`config.mk`:
```
export PLATFORM = sky130hd
export DESIGN_NAME = vector_alu_seq
export DESIGN_NICKNAME = d
export VERILOG_FILES = /design/src/rtl/valu_pkg.sv /design/src/rtl/valu_lane_div.sv /design/src/rtl/vector_alu_seq.sv
export SDC_FILE = /design/constraint.sdc
export NUM_CORES = 2
export LEC_CHECK = 0
export BUFFER_PORTS_ARGS = -buffer_cell sky130_fd_sc_hd__buf_2
export CORE_MARGIN = 1.5
export CORE_UTILIZATION = 65
export CTS_BUF_LIST = sky130_fd_sc_hd__clkbuf_2
export DETAILED_ROUTE_END_ITERATION = 10
export GPL_TIMING_DRIVEN = 0
export PLACE_DENSITY_LB_ADDON = 0.2
export SYNTH_ARGS = -nofsm -noshare
export SYNTH_HDL_FRONTEND = slang
export SYNTH_SLANG_ARGS = --single-unit
export TNS_END_PERCENT = 50
```
`constraint.sdc`:
```
create_clock -name clk -period 16.1 [get_ports clk]
set_input_delay 1.61 -clock clk [delete_from_list [all_inputs] [get_ports clk]]
set_output_delay 1.61 -clock clk [all_outputs]
set_load 0.01 [all_outputs]
```
`src/rtl/valu_pkg.sv`:
```
// valu_pkg: op/state encodings, default vector sizes and lane-slice helper for vector_alu_seq
package valu_pkg;
   localparam int VALU_LANES = 4;
   localparam int VALU_LW = 16;
   typedef enum logic [2:0] {
      OP_ADD = 3'b000,
      OP_SUB = 3'b001,
      OP_MOV = 3'b010,
      OP_MUL = 3'b011,
      OP_DIV = 3'b100,
      OP_CMP = 3'b101,
      OP_NOP = 3'b110,
      OP_DUP = 3'b111
   } alu_op_t;
   typedef enum logic [1:0] {IDLE, MUL2, DIV_ITER, FIN} state_t;
   function automatic int lane_lo(input int lane, input int lw);
      return lane * lw;
   endfunction
endpackage

```
`src/rtl/valu_lane_div.sv`:
```
// valu_lane_div: one lane of the restoring divider, one quotient bit per step
module valu_lane_div #(
   parameter int LW = 16
) (
   input  logic          clk,
   input  logic          reset,
   input  logic          load,
   input  logic          step,
   input  logic [LW-1:0] dividend,
   input  logic [LW-1:0] divisor,
   output logic [LW-1:0] quotient
);
   logic [LW-1:0] rem_q, rem_d, quo_q, quo_d, dvs_q, dvs_d;
   logic [LW:0] shl, dif;
   // shift next dividend bit into the remainder and keep the difference only if it did not borrow;
   // a zero divisor never borrows, so its quotient naturally fills with ones
   always_comb begin
      shl = {rem_q, quo_q[LW-1]};
      dif = shl - {1'b0, dvs_q};
      rem_d = load ? '0 : step ? (dif[LW] ? shl[LW-1:0] : dif[LW-1:0]) : rem_q;
      quo_d = load ? dividend : step ? {quo_q[LW-2:0], ~dif[LW]} : quo_q;
      dvs_d = load ? divisor : dvs_q;
   end
   // divider registers, cleared by the active-low synchronous reset
   always_ff @(posedge clk) begin
      if (!reset) begin
         rem_q <= '0;
         quo_q <= '0;
         dvs_q <= '0;
      end else begin
         rem_q <= rem_d;
         quo_q <= quo_d;
         dvs_q <= dvs_d;
      end
   end
   assign quotient = quo_q;
endmodule

```
`src/rtl/vector_alu_seq.sv`:
```
// vector_alu_seq: multi-cycle vector ALU with start/busy/done handshake; VALU_SAT_EN selects saturating ADD/SUB/MUL
module vector_alu_seq
   import valu_pkg::*;
#(
   parameter int LANES = VALU_LANES,
   parameter int LW = VALU_LW
) (
   input  logic                clk,
   input  logic                reset,
   input  logic                start,
   input  logic [2:0]          alu_control,
   input  logic                src_a,
   input  logic [LANES*LW-1:0] vec_a,
   input  logic [LANES*LW-1:0] vec_b,
   output logic [LANES*LW-1:0] result,
   output logic [LANES-1:0]    cmp_eq,
   output logic [LANES-1:0]    cmp_lt,
   output logic [LANES-1:0]    div_by_zero,
   output logic                wr_en,
   output logic                busy,
   output logic                done
);
   localparam int CW = $clog2(LW);
   state_t state_q, state_d;
   alu_op_t op_q, op_d;
   logic [CW-1:0] cnt_q, cnt_d;
   logic [LANES*LW-1:0] a_q, a_d, b_q, b_d, prod_q, prod_d, res_q, res_d, a_in;
   logic [LANES-1:0] eq_q, eq_d, lt_q, lt_d, dz_q, dz_d, eq_l, lt_l, dz_l;
   logic wr_q, wr_d, done_q, done_d, accept;
   logic [LANES-1:0][LW-1:0] add_l, sub_l, mul_l, quo_l;

   assign a_in = src_a ? '0 : vec_a;
   assign accept = start && state_q == IDLE && !done_q;

   for (genvar i = 0; i < LANES; i++) begin : g_lane
      logic [LW-1:0] a, b;
      assign a = a_q[lane_lo(i, LW) +: LW];
      assign b = b_q[lane_lo(i, LW) +: LW];
`ifdef VALU_SAT_EN
      logic [LW:0] sum, dif;
      logic [2*LW-1:0] prod;
      assign sum = {1'b0, a} + {1'b0, b};
      assign dif = {1'b0, a} - {1'b0, b};
      assign prod = {{LW{1'b0}}, a} * {{LW{1'b0}}, b};
      assign add_l[i] = sum[LW] ? '1 : sum[LW-1:0];
      assign sub_l[i] = dif[LW] ? '0 : dif[LW-1:0];
      assign mul_l[i] = |prod[2*LW-1:LW] ? '1 : prod[LW-1:0];
`else
      assign add_l[i] = a + b;
      assign sub_l[i] = a - b;
      assign mul_l[i] = a * b;
`endif
      assign eq_l[i] = a == b;
      assign lt_l[i] = a < b;
      assign dz_l[i] = b == '0;
      valu_lane_div #(.LW(LW)) u_div (
         .clk     (clk),
         .reset   (reset),
         .load    (accept),
         .step    (state_q == DIV_ITER),
         .dividend(a_in[lane_lo(i, LW) +: LW]),
         .divisor (vec_b[lane_lo(i, LW) +: LW]),
         .quotient(quo_l[i])
      );
   end

   // sequencing: capture operands on accept, register the product in MUL2, count divide steps,
   // and in FIN commit result/flags for the latched op and raise the done pulse
   always_comb begin
      state_d = state_q;
      op_d = op_q;
      cnt_d = cnt_q;
      a_d = a_q;
      b_d = b_q;
      prod_d = prod_q;
      res_d = res_q;
      eq_d = eq_q;
      lt_d = lt_q;
      dz_d = dz_q;
      wr_d = 1'b0;
      done_d = 1'b0;
      case (state_q)
         IDLE: if (accept) begin
            op_d = alu_op_t'(alu_control);
            a_d = a_in;
            b_d = vec_b;
            cnt_d = '0;
            if (alu_control == OP_MUL) state_d = MUL2;
            else if (alu_control == OP_DIV) state_d = DIV_ITER;
            else state_d = FIN;
         end
         MUL2: begin
            prod_d = mul_l;
            state_d = FIN;
         end
         DIV_ITER: begin
            cnt_d = cnt_q + CW'(1);
            if (cnt_q == CW'(LW - 1)) state_d = FIN;
         end
         default: begin
            state_d = IDLE;
            done_d = 1'b1;
            wr_d = op_q != OP_CMP && op_q != OP_NOP;
            res_d = op_q == OP_ADD ? add_l :
                    op_q == OP_SUB ? sub_l :
                    op_q == OP_MOV ? b_q :
                    op_q == OP_MUL ? prod_q :
                    op_q == OP_DIV ? quo_l :
                    op_q == OP_DUP ? {LANES{b_q[LW-1:0]}} : res_q;
            eq_d = op_q == OP_CMP ? eq_l : eq_q;
            lt_d = op_q == OP_CMP ? lt_l : lt_q;
            dz_d = op_q == OP_DIV ? dz_l : dz_q;
         end
      endcase
   end

   // state and output registers; reset aborts any op in flight
   always_ff @(posedge clk) begin
      if (!reset) begin
         state_q <= IDLE;
         op_q <= OP_NOP;
         cnt_q <= '0;
         a_q <= '0;
         b_q <= '0;
         prod_q <= '0;
         res_q <= '0;
         eq_q <= '0;
         lt_q <= '0;
         dz_q <= '0;
         wr_q <= 1'b0;
         done_q <= 1'b0;
      end else begin
         state_q <= state_d;
         op_q <= op_d;
         cnt_q <= cnt_d;
         a_q <= a_d;
         b_q <= b_d;
         prod_q <= prod_d;
         res_q <= res_d;
         eq_q <= eq_d;
         lt_q <= lt_d;
         dz_q <= dz_d;
         wr_q <= wr_d;
         done_q <= done_d;
      end
   end

   assign result = res_q;
   assign cmp_eq = eq_q;
   assign cmp_lt = lt_q;
   assign div_by_zero = dz_q;
   assign wr_en = wr_q;
   assign done = done_q;
   assign busy = state_q != IDLE;
endmodule

```
==> results.sh <==
export IMPL_status="finished with violations"
export IMPL_violations="DRC, capacitance limit, slew limit"
export IMPL_p_sw_share_pct=52.4
export IMPL_rows=95
export IMPL_yosysSeqAreaShare_pct=21.2
export IMPL_hold_violations=0
export IMPL_syn_area_sq_um=44500
export IMPL_die_area_sq_um=70000
export IMPL_cts_buffers=132
export IMPL_cts_root_buf="clkbuf_2"
export IMPL_via_count=45622
export IMPL_crit_required_ns=17.54
export IMPL_synth_top_family_by_area="adder cells"
export IMPL_grt_pass1_wl_um=269000
export IMPL_endpoint_kind="register"
export IMPL_avgSynthCellArea_sq_um=7.93
export IMPL_hold_path_class="reg2reg"
export IMPL_layout_setup_ws_ns=9.18
export IMPL_die_h_um=265
export IMPL_ant_nets=0
export IMPL_cp_data_arrival_time_ns=8.35
export IMPL_synth_top_flop_cell="dfxtp_1"
export IMPL_n_fill_cell=5400
export IMPL_switching_power_mw=3.21
export IMPL_peakVddDrop_v=0.000147
export IMPL_first_iter_violations=6507
export IMPL_leakagePower_nw=20.8
export IMPL_drc=2
export IMPL_ys_warn_count=0
export IMPL_clkSinkCount=471
export IMPL_ys_ff_latch=471
export IMPL_drive_gt1_share_pct=8.62
export IMPL_path_clk_slew_ns=0.13
export IMPL_r2r_cells=18
export IMPL_cts_tree="built"
export IMPL_power_mw=6.13
export IMPL_pre_cts_ws_ns=9.48
export IMPL_cp_start_kind="register"
export IMPL_ctsHoldBuffers=0
export IMPL_io_buffer_count=212
export IMPL_multi_input_area_sq_um=31300
export IMPL_min_period_ns=6.92
export IMPL_setup_violations=0
export IMPL_routed_wl_um=186000
export IMPL_post_cts_buffers=0
export IMPL_synth_compound_area_share_pct=16.8
export IMPL_grt_total_usage_pct=52.1
export IMPL_grt_max_degree=17
export IMPL_synth_cell_types=81
export IMPL_combPwrFrac_pct=58.8
export IMPL_fp_dieW_um=265
export IMPL_nets=6817
export IMPL_vias_per_cell=6.57
export IMPL_pin_count=214
export IMPL_min_path_cells=2
export IMPL_wl_per_cell_um=26.7
export IMPL_tns_ns=0
export IMPL_clock_power_share_pct=15.2
export IMPL_h_tree_depth=4
export IMPL_clk_latency_ns=1.51
export IMPL_routabilityCongestion=1.10
export IMPL_cts_resized=0
export IMPL_final_util_pct=71.1
export IMPL_synthAdderAreaFrac_pct=25.9
export IMPL_core_area_sq_um=67400
export IMPL_netlist_instances=5609
export IMPL_antenna_found_initial=16
export IMPL_cap_violations=2
export IMPL_final_max_slew_viol_count=14
export IMPL_area_growth_pct=7.66
export IMPL_p_seq_share_pct=26.1
export IMPL_cts_max_path_buffers=3
export IMPL_async_reset_ff_share_pct=0
export IMPL_fmax_ghz=0.145
export IMPL_synth_nets=6468
export IMPL_fin_skew_ns=0.188
export IMPL_rsz0062_at_grt="false"
export IMPL_yosys_mux_area_fraction_pct=4.48
export IMPL_worst_pin_slew_ns=1.56
export IMPL_fin_crit_sh_pct=43.0
export IMPL_path_class="reg2reg"
export IMPL_worstPathMaxFanout=10
export IMPL_dr_pass1_iters=11
export IMPL_initial_utilization_pct=66.0
export IMPL_synth_simple_area_share_pct=18.4
export IMPL_register_area_sq_um=9430
export IMPL_p_int_mw=2.92
export IMPL_hold_ws_ns=0.446
export IMPL_power_density_nw_per_um2=128
export IMPL_max_slew_margin_pct=-3.72
export IMPL_synth_xor_area_share_pct=4.87
export IMPL_dpl_hpwl_um=143000
export IMPL_gr_total_overflow=0
export IMPL_synth_edf_count=0
export IMPL_grt_pass1_vias=43425
[cells in the mapped netlist (all sizes together), types with 28 or more instances]
| cell | n | share of area (%) |
|---|---|---|
| a211oi | 36 | 0.62 |
| a21o | 38 | 0.64 |
| a21oi | 527 | 5.9 |
| a31oi | 32 | 0.45 |
| and2 | 180 | 2.5 |
| buf | 29 | 0.28 |
| clkbuf | 290 | 2.4 |
| dfxtp | 471 | 21 |
| fa | 329 | 15 |
| ha | 395 | 11 |
| inv | 664 | 5.6 |
| mux2 | 60 | 1.5 |
| mux2i | 125 | 2.8 |
| nand2 | 780 | 6.6 |
| nand2b | 28 | 0.39 |
| nand3 | 68 | 0.77 |
| nor2 | 399 | 3.4 |
| nor2b | 39 | 0.55 |
| nor3 | 105 | 1.2 |
| nor3b | 30 | 0.51 |
| nor4 | 30 | 0.42 |
| o211ai | 33 | 0.56 |
| o21a | 49 | 0.83 |
| o21ai | 198 | 2.2 |
| o22ai | 30 | 0.42 |
| o31ai | 32 | 0.54 |
| or3 | 33 | 0.46 |
| xnor2 | 179 | 3.5 |
| xor2 | 58 | 1.1 |
[path summary, 6_finish.rpt]
check	start	end	slack [ns]
hold reg to reg	result[12]	result[12]	0.45
setup / recovery	a_q[49]	prod_q[62]	9.18
setup reg to reg	a_q[49]	prod_q[62]	9.18
hold / removal	result[12]	result[12]	0.45
[power groups by stage]
stage / combinational, mW / clock, mW / sequential [mW]
2_1_floorplan: 2.42 / 0 / 1.47
3_3_place_gp: 3.34 / 0 / 1.59
3_5_place_dp: 3.39 / 0 / 1.59
4_1_cts: 3.42 / 0.903 / 1.56
5_1_grt: 3.79 / 0.964 / 1.59
6_report: 3.60 / 0.929 / 1.60
[critical path, stage by stage, from the launching register on]
cell	delay, ns
dfxtp_1	0.45
clkbuf_1	0.76
inv_1	0.45
nor2_1	0.23
fa_1	0.47
fa_1	0.45
ha_1	0.21
fa_1	0.48
inv_1	0.05
fa_1	0.50
fa_1	0.50
inv_1	0.04
ha_1	0.23
a2111oi_0	0.33
nor3_1	0.16
a41o_1	0.29
o41ai_1	0.90
nand4_1	0.17
o211ai_1	0.17
[through the flow]
step                cells  cell area (sq um)
floorplan            5609              44500
global placement     6694              46600
detailed placement   6696              46700
CTS                  6928              47800
global route         6933              47900
finish               6940              47900
[cells in the final DEF, fill, tap and decap left out, types with 166 or more instances in the layout]
cell type,instances
ha_1,395
and2_1,180
dfxtp_1,471
nand2_1,777
fa_1,329
o21ai_0,198
a21oi_1,527
clkbuf_2,166
clkbuf_1,290
buf_2,221
inv_1,663
nor2_1,398
xnor2_1,179
[layer usage]
metal	vias to the layer above	share of wire, %	GRT usage (%)
met5	-	0.16	0.554
met4	26	8.4	35.6
met3	1012	16	22.3
met2	3711	40	74.9
met1	21327	35	62.9
li1	19546	-	-
[area by class of cell]
type | instances | area share, %
Multi-Input combinational cell | 4151 | 65.4
Sequential cell | 471 | 19.7
Inverter | 668 | 5.24
Buffer | 319 | 2.53
Timing Repair Buffer | 215 | 2.29
Tap cell | 873 | 2.28
Clock buffer | 166 | 1.73
Clock inverter | 66 | 0.732
Antenna cell | 11 | 0.0575
[state kept, by name (all words and copies together) (netlist names)]
name                   flops
a_q                       64
state_q                    2
done                       1
cmp_lt                     4
g_lane.u_div.rem_q        64
cnt_q                      4
cmp_eq                     4
result                    64
op_q                       3
g_lane.u_div.quotient     64
g_lane.u_div.dvs_q        64
div_by_zero                4
b_q                       64
wr_en                      1
prod_q                    64
[logic make-up after synthesis]
kind of cell | Yosys count
adder cells (fa/ha/maj) | 724
buffers and inverters | 987
XOR/XNOR | 241
AO/OA/AOI/OAI | 1203
AND/OR/NAND/NOR | 1795
flip-flops | 471
multiplexers | 188
Power figures use the tool's default switching activity.
